===== config.mk =====
export PLATFORM = sky130hd
export DESIGN_NAME = fp_mul_round_normalize
export DESIGN_NICKNAME = d
export VERILOG_FILES = /design/src/rtl/fp_mul_round_normalize.sv
export SDC_FILE = /design/constraint.sdc
export NUM_CORES = 1
export LEC_CHECK = 0
export CORE_ASPECT_RATIO = 1.25
export CORE_MARGIN = 4
export CORE_UTILIZATION = 35
export CTS_CLUSTER_SIZE = 30
export DETAILED_ROUTE_END_ITERATION = 7
export MAX_ROUTING_LAYER = met4
export PLACE_DENSITY_LB_ADDON = 0.25
export SLEW_MARGIN = 20
export SYNTH_ARGS = -nofsm -noshare
export SYNTH_HDL_FRONTEND = slang
export SYNTH_SLANG_ARGS = --single-unit

===== constraint.sdc =====
create_clock -name clk_in -period 7.5 [get_ports clk_in]
set_input_delay 1.5 -clock clk_in [delete_from_list [all_inputs] [get_ports clk_in]]
set_output_delay 1.5 -clock clk_in [all_outputs]
set_load 0.02 [all_outputs]

===== src/rtl/fp_mul_round_normalize.sv =====
// Post-multiply normalize/round/pack stage of the floating-point multiplier.
// Two-stage valid/ready pipeline: stage 1 normalizes and classifies, stage 2 rounds and packs.
module fp_mul_round_normalize #(
   parameter int EXP_W = 5,
   parameter int MAN_W = 10,
   parameter int BIAS  = 15
) (
   input  logic                       clk_in,
   input  logic                       reset_in,
   input  logic                       in_valid_in,
   output logic                       in_ready_out,
   input  logic [2*(MAN_W+1)-1:0]     product_in,
   input  logic [EXP_W-1:0]           exp_a_in,
   input  logic [EXP_W-1:0]           exp_b_in,
   input  logic                       sign_a_in,
   input  logic                       sign_b_in,
   input  logic                       nan_in,
   output logic                       out_valid_out,
   input  logic                       out_ready_in,
   output logic [EXP_W+MAN_W:0]       result_out,
   output logic [2:0]                 flags_out
);

   localparam int M  = MAN_W + 1;
   localparam int PW = 2 * M;
   localparam int EW = EXP_W + 2;
   localparam logic [EW-1:0] BIAS_E = EW'(BIAS);
   localparam logic [EW-1:0] EMAX_E = EW'((1 << EXP_W) - 1);

   logic s1_v, s2_v, s1_adv, s2_adv;

   assign s2_adv        = !s2_v || out_ready_in;
   assign s1_adv        = !s1_v || s2_adv;
   assign in_ready_out  = s1_adv;
   assign out_valid_out = s2_v;

   // stage 1: exponent sum, normalization and operand classification
   logic              a_max, b_max, a_zero, b_zero;
   logic [EW-1:0]     e_sum, n1_e;
   logic [MAN_W-1:0]  n1_frac;
   logic              n1_g, n1_s;

   assign a_max  = &exp_a_in;
   assign b_max  = &exp_b_in;
   assign a_zero = ~|exp_a_in;
   assign b_zero = ~|exp_b_in;

   always_comb begin
      e_sum = EW'(exp_a_in) + EW'(exp_b_in) - BIAS_E;
      if (product_in[PW-1]) begin
         n1_frac = product_in[PW-2 -: MAN_W];
         n1_g    = product_in[PW-2-MAN_W];
         n1_s    = |product_in[PW-3-MAN_W:0];
         n1_e    = e_sum + EW'(1);
      end else begin
         n1_frac = product_in[PW-3 -: MAN_W];
         n1_g    = product_in[PW-3-MAN_W];
         n1_s    = |product_in[PW-4-MAN_W:0];
         n1_e    = e_sum;
      end
   end

   logic              s1_sign, s1_g, s1_s, s1_nan, s1_inf, s1_zero;
   logic [EW-1:0]     s1_e;
   logic [MAN_W-1:0]  s1_frac;

   always_ff @(posedge clk_in) begin
      if (reset_in) begin
         s1_v <= 1'b0;
      end else if (s1_adv) begin
         s1_v <= in_valid_in;
      end
   end

   always_ff @(posedge clk_in) begin
      if (s1_adv && in_valid_in) begin
         s1_sign <= sign_a_in ^ sign_b_in;
         s1_e    <= n1_e;
         s1_frac <= n1_frac;
         s1_g    <= n1_g;
         s1_s    <= n1_s;
         s1_nan  <= nan_in || (a_zero && b_max) || (a_max && b_zero);
         s1_inf  <= a_max || b_max;
         s1_zero <= a_zero || b_zero;
      end
   end

   // stage 2: round to nearest-even, then resolve specials and range
   logic              round_up, carry;
   logic [MAN_W-1:0]  r_frac;
   logic [EW-1:0]     r_e;
   logic              ovf, unf;
   logic [EXP_W+MAN_W:0] n2_res;
   logic [2:0]        n2_flags;

   always_comb begin
      round_up        = s1_g && (s1_s || s1_frac[0]);
      {carry, r_frac} = {1'b0, s1_frac} + (MAN_W+1)'(round_up);
      r_e             = s1_e + EW'(carry);
      ovf             = $signed(r_e) >= $signed(EMAX_E);
      unf             = r_e[EW-1] || (r_e == '0);
      n2_res          = '0;
      n2_flags        = 3'b000;
      if (s1_nan) begin
         n2_res = {1'b0, {EXP_W{1'b1}}, 1'b1, {(MAN_W-1){1'b0}}};
      end else if (s1_inf) begin
         n2_res = {s1_sign, {EXP_W{1'b1}}, {MAN_W{1'b0}}};
      end else if (s1_zero) begin
         n2_res = {s1_sign, {(EXP_W+MAN_W){1'b0}}};
      end else if (ovf) begin
         n2_res   = {s1_sign, {EXP_W{1'b1}}, {MAN_W{1'b0}}};
         n2_flags = 3'b101;
      end else if (unf) begin
         n2_res   = {s1_sign, {(EXP_W+MAN_W){1'b0}}};
         n2_flags = 3'b011;
      end else begin
         n2_res   = {s1_sign, r_e[EXP_W-1:0], r_frac};
         n2_flags = {2'b00, s1_g || s1_s};
      end
   end

   always_ff @(posedge clk_in) begin
      if (reset_in) begin
         s2_v       <= 1'b0;
         result_out <= '0;
         flags_out  <= 3'b000;
      end else if (s2_adv) begin
         s2_v <= s1_v;
         if (s1_v) begin
            result_out <= n2_res;
            flags_out  <= n2_flags;
         end
      end
   end

endmodule

==> results of run 1 <==
## state kept, by name, indices dropped and copies added (netlist names)
name	count
s1_e	7
out_valid_out	1
result_out	16
s1_v	1
s1_zero	1
s1_s	1
s1_nan	1
flags_out	3
s1_inf	1
s1_sign	1
s1_frac	10
s1_g	1
## per-stage QoR
step                      setup WS [ns]  instance area, sq um  std cells  power [mW]
after CTS                          3.14                  3320        407       0.573
final                              3.15                  3320        407       0.567
after floorplan                    3.95                  2550        256       0.370
after global placement             3.18                  3220        399       0.411
after global routing               3.03                  3320        407       0.599
after detailed placement           3.13                  3220        399       0.413
## kinds of logic after synthesis
logic type | count (synthesis)
and+or+nand+nor | 96
AOI/OAI and AO/OA | 48
DFF | 44
buffers and inverters | 23
xor gates and xnor gates | 18
adders and majority gates | 15
muxes | 12
## layer usage
metal	vias up	routed length [microns]
met2	57	2460
met4	0	89
li1	1050	-
met5	-	0
met3	6	304
met1	878	2240
## power breakdown
part,switching (mW),total (mW),internal (mW)
Sequential,0.0154,0.289,0.273
Combinational,0.0563,0.118,0.0620
Clock,0.0762,0.160,0.0840
Total,0.148,0.567,0.419
## area by class of cell
type | count | area (sq um) | area share (%)
multi-input cells | 189 | 1340 | 40.4
flip-flops and latches | 44 | 1110 | 33.5
repair buffers | 59 | 591 | 17.8
well taps | 90 | 113 | 3.39
clock buffers | 8 | 100 | 3.02
inverters | 17 | 63.8 | 1.92
## worst max-delay path by stage
stage / end / slack [ns]
after global routing: in_ready_out / 3.03
after CTS: in_ready_out / 3.14
after detailed placement: in_ready_out / 3.13
after floorplan: s1_e[5] / 3.95
after global placement: in_ready_out / 3.18
final: in_ready_out / 3.15
## layout by cell type, fill, tap and decap left out, types with 2 or more instances in the layout
cell type and count:
and2_1 2, o21bai_1 2, a21oi_1 7, clkdlybuf4s50_1 59
o21ai_2 3, or3_1 2, nor2_1 17, dfxtp_1 21
clkbuf_8 7, a211o_1 2, a211oi_1 5, nor3b_1 3
and3_1 5, o21ai_1 6, nand3_1 10, nor3_1 9
o21ai_0 4, nor2b_1 5, nor4b_1 3, o211ai_1 2
xnor2_1 9, nor4bb_1 2, nand4_1 2, a21o_1 2
mux2_2 12, edfxtp_1 23, o311a_1 2, nor4_1 3
xor2_1 9, inv_1 17, nand2_1 26, a311oi_1 2
ha_1 14, o21a_1 3
## worst max-delay path: cells and delay by family
family	cells	cell delay, ns
buffers and inverters	2	0.95
and+or+nand+nor	2	0.40
==> results.toml, run 1 <==
[place]
io_buffers = 59
gp_congestion = 0.752
hpwlAfterDp_microns = 4170

[synth]
synthMuxAreaShare_pct = 5.30
ys_types = 51
ys_seq_elements = 44
synth_most_common_cell = "nand2_1"
synth_nets = 310
synthXorXnorAreaFrac_pct = 6.18
synthSimpleGateAreaFrac_pct = 19.8
synth_flop_cell = "edfxtp_1"
syn_area_sq_um = 2550
synth_compound_area_share_pct = 13.7
synth.top_cell.area_share_pct = 27.1
synth-async-reset-ratio_pct = 0
synth_fa_ha_area_share_pct = 7.65
avgSynthCellArea_sq_um = 9.96
synth_common_cells = "nand2_1, edfxtp_1, dfxtp_1, inv_1, nor2_1"
synth_area_leaders = "edfxtp_1, dfxtp_1, ha_1"
synth_top_family_by_area = "simple AND/OR/NAND/NOR gates"
synth_edf_count = 23
yosysTopAreaCell = "edfxtp_1"
seq_area_frac_synth_pct = 43.6
synthCells = 256
yosys_warnings = 0

[timing]
relSlewSlack_pct = 32.3
clock_skew_ns = 0.0118
worstMarginPinSlew_ns = 1.02
finalSetupViolCount = 0
post-route-period-util_pct = 58.0
maxSlewViolCount = 0
rsz0062_at_grt = "false"
fin_crit_ns = 4.35
fmax_mhz = 230
hold_ws_ns = 0.452
final.setup.tns_ns = 0
finalHoldViolCount = 0

[cts]
clk_latency_ns = 0.30
htree_num_levels = 2
clkSinkCount = 44
cts_resized = 0
path_clk_slew_ns = 0.08
cts_root_buf = "clkbuf_8"
hold_buffers = 0
cts_tree = "done"
cts_buffer_depth = 2
cts_buffers = 5
cts_setup_buffers = 0

[grt]
grt_max_degree = 24
top_usage_layer = "met2"
antenna_found_initial = 0
use_met1_pct = 15.0
grt_pass1_vias = 1935
track_usage_pct = 12.6
use_met2_pct = 20.8
overflow = 0
grt_pass1_wl_microns = 8660
grt_use_met3_pct = 2.85

[power_and_ir_drop]
cellLeakagePower_nw = 1.23
peakVddDrop_uv = 88.8
powerDensity_nw_per_um2 = 171

[worst_hold_path]
hold_depth = 2
hold_end = "result_out[15]"
hold_path.class = "register to register"
min_from = "result_out[15]"

[die]
io_pins = 60
num_rows = 34
start_util_pct = 36.3
die_h_microns = 103
core_sq_um = 7020
die_w_microns = 84.3
die_area_sq_um = 8720

[critical_path]
reg2reg_depth = 13
path_common_cell = "clkdlybuf4s50_1"
path_cells = "clkdlybuf4s50_1 -> nor2b_1 -> nand2_1 -> clkdlybuf4s50_1"
worstSetupPathType = "input port to primary output"
r2r_start = "s1_s"
crit_fanout = 6
critical_path.max_stage_delay_ns = 0.55
critical_path.startpoint = "out_ready_in"
cp_slowest_cell = "clkdlybuf4s50_1"
cp-start-kind = "input port"
r2r_end = "result_out[7]"
worst_setup_path_end_kind = "primary output"
crit_required_ns = 6.00
cp.arrival_ns = 2.85
reg2reg_slack_ns = 4.15

[drt]
drt_iter0_markers = 105
postRouteAntennaNets = 0
wl_per_cell_microns = 12.5
vias = 1991
routed_wl_microns = 5100
firstDrtPassIters = 4
drcViolationCount = 0
vias_per_cell = 4.89

[flow_run]
drv_cap = 0

[finish]
n_antenna_cell = 0
area_growth_pct = 30.2
nFillCells = 708
layout-drive-gt1-share_pct = 7.89
final_util_pct = 47.3
fin_nets = 370

[outcome]
status = "completed"
No activity file was read; power rests on OpenSTA's default activity.
==> run 2, diff against run 1 <==
- clock period: 7.5 -> 3.6 ns (I/O delays scaled with it)
==> results.toml, run 2 (synthesis gave the netlist of run 1 again) <==
[critical_path]
cp.arrival_ns = 3.58
crit_fanout = 9
worst_setup_path_end_kind = "register"
crit_required_ns = 3.82
cp-start-kind = "register"
worstSetupPathType = "register to register"

[die]
core_sq_um = 7020
die_h_microns = 103
num_rows = 34
io_pins = 60
start_util_pct = 36.3
die_area_sq_um = 8720
die_w_microns = 84.3

[finish]
largest-register = "result_out"
layout-drive-gt1-share_pct = 9.35
final_common_cell = "clkdlybuf4s50_1"
n_antenna_cell = 0
fin_nets = 374
area_growth_pct = 31.9
register_area_sq_um = 1110
top_regs = "result_out: 16 flops, s1_frac: 10 flops, s1_e: 7 flops"
final_cell_mix = "clkdlybuf4s50_1, nand2_1, edfxtp_1, dfxtp_1"
multiInputGateArea_sq_um = 1350
nFillCells = 682
largest_reg_flops = 16
fin_cells = 411

[cts]
path_clk_slew_ns = 0.08
cts_buffer_depth = 2
htree_num_levels = 2
cts_tree = "done"
hold_buffers = 0
cts_setup_buffers = 0
clkSinkCount = 44
cts_root_buf = "clkbuf_8"
cts_buffers = 5
clk_latency_ns = 0.29

[power_and_ir_drop]
p_int_uw = 909
cellLeakagePower_nw = 1.26
p_clk_share_pct = 29.6
combPwrFrac_pct = 20.9
pwr-share-seq_pct = 49.5
p_switching_uw = 308
swShare_pct = 25.3
powerDensity_nw_per_um2 = 362
peakVddDrop_uv = 242

[timing]
worstMarginPinSlew_ns = 0.656
rsz0062_at_grt = "false"
finalSetupViolCount = 0
fin_crit_ns = 3.36
final.setup.tns_ns = 0
post-route-period-util_pct = 93.3
clock_skew_ns = 0.00687
maxSlewViolCount = 0
fmax_mhz = 298
relSlewSlack_pct = 56.1
finalHoldViolCount = 0

[drt]
drt_iter0_markers = 93
firstDrtPassIters = 5
wl_per_cell_microns = 12.6
postRouteAntennaNets = 0
drcViolationCount = 0
routed_wl_microns = 5200
vias = 2034
vias_per_cell = 4.95

[place]
hpwlAfterDp_microns = 4250
gp_congestion = 0.769
io_buffers = 59
place_inst = 403

[grt]
track_usage_pct = 12.9
grt_max_degree = 24
grt_pass1_wl_microns = 8960
grt_pass1_vias = 2086
antenna_found_initial = 0
overflow = 0

[outcome]
status = "completed"

[flow_run]
drv_cap = 0

[worst_hold_path]
hold_path.class = "register to register"
## run 2: path summary, 6_finish.rpt
check / end / slack, ns / cells after the start / start
max: result_out[8] / 0.24 / 13 / s1_s
min: result_out[4] / 0.45 / 2 / result_out[4]
max reg2reg: result_out[8] / 0.24 / 13 / s1_s
min reg2reg: result_out[4] / 0.45 / 2 / result_out[4]
## run 2: what timing repair did
action / CTS / global route
hold endpoints to repair: 0 / 0
endpoints found under the setup margin: 0 / 11
resized for setup: 0 / 2
## run 2: area by class of cell
cell class                 instances  share of cell area [%]
clock buffer                       6                    2.16
clock inverter                     2                    1.04
inverter                          17                    1.90
multi-input combinational        189                    40.1
sequential                        44                    33.0
tap                               90                    3.35
timing repair buffer              63                    18.4
## run 2: per-layer routing
metal / up-vias / routed length, microns / global-route usage [%]
met3: 8 / 291 / 2.85
met5: - / 0 / -
met4: 0 / 74 / 4.38
met2: 59 / 2530 / 22.1
met1: 909 / 2300 / 15.0
li1: 1058 / - / -
## run 2: worst max-delay path: stages (launching register included)
cell,delay [ns]
edfxtp_1,0.37
o21a_1,0.13
ha_1,0.19
ha_1,0.21
and3_1,0.23
nand2_1,0.07
nor2_1,0.16
and3_1,0.22
ha_1,0.27
nand3_2,0.13
o21a_1,0.23
or4b_1,0.53
a211o_4,0.39
o21ai_1,0.16
## run 2: power groups by stage
stage | combinational, mW | sequential, mW | clock [mW]
after floorplan | 0.162 | 0.608 | 0
after global placement | 0.251 | 0.612 | 0
after detailed placement | 0.254 | 0.613 | 0
after CTS | 0.256 | 0.601 | 0.374
after global routing | 0.284 | 0.609 | 0.390
final | 0.254 | 0.603 | 0.360
## run 2: through the flow
step,utilization [%],area (sq um),hold WS [ns],power (mW),worst slack (ns)
finish,47.9,3360,0.446,1.22,0.241
global route,47.9,3360,0.473,1.28,0.0319
CTS,47.8,3360,0.451,1.23,0.194
detailed placement,46.3,3250,0.439,0.867,0.169
global placement,46.3,3250,0.438,0.863,0.266
floorplan,-,2550,0.503,0.770,0.638
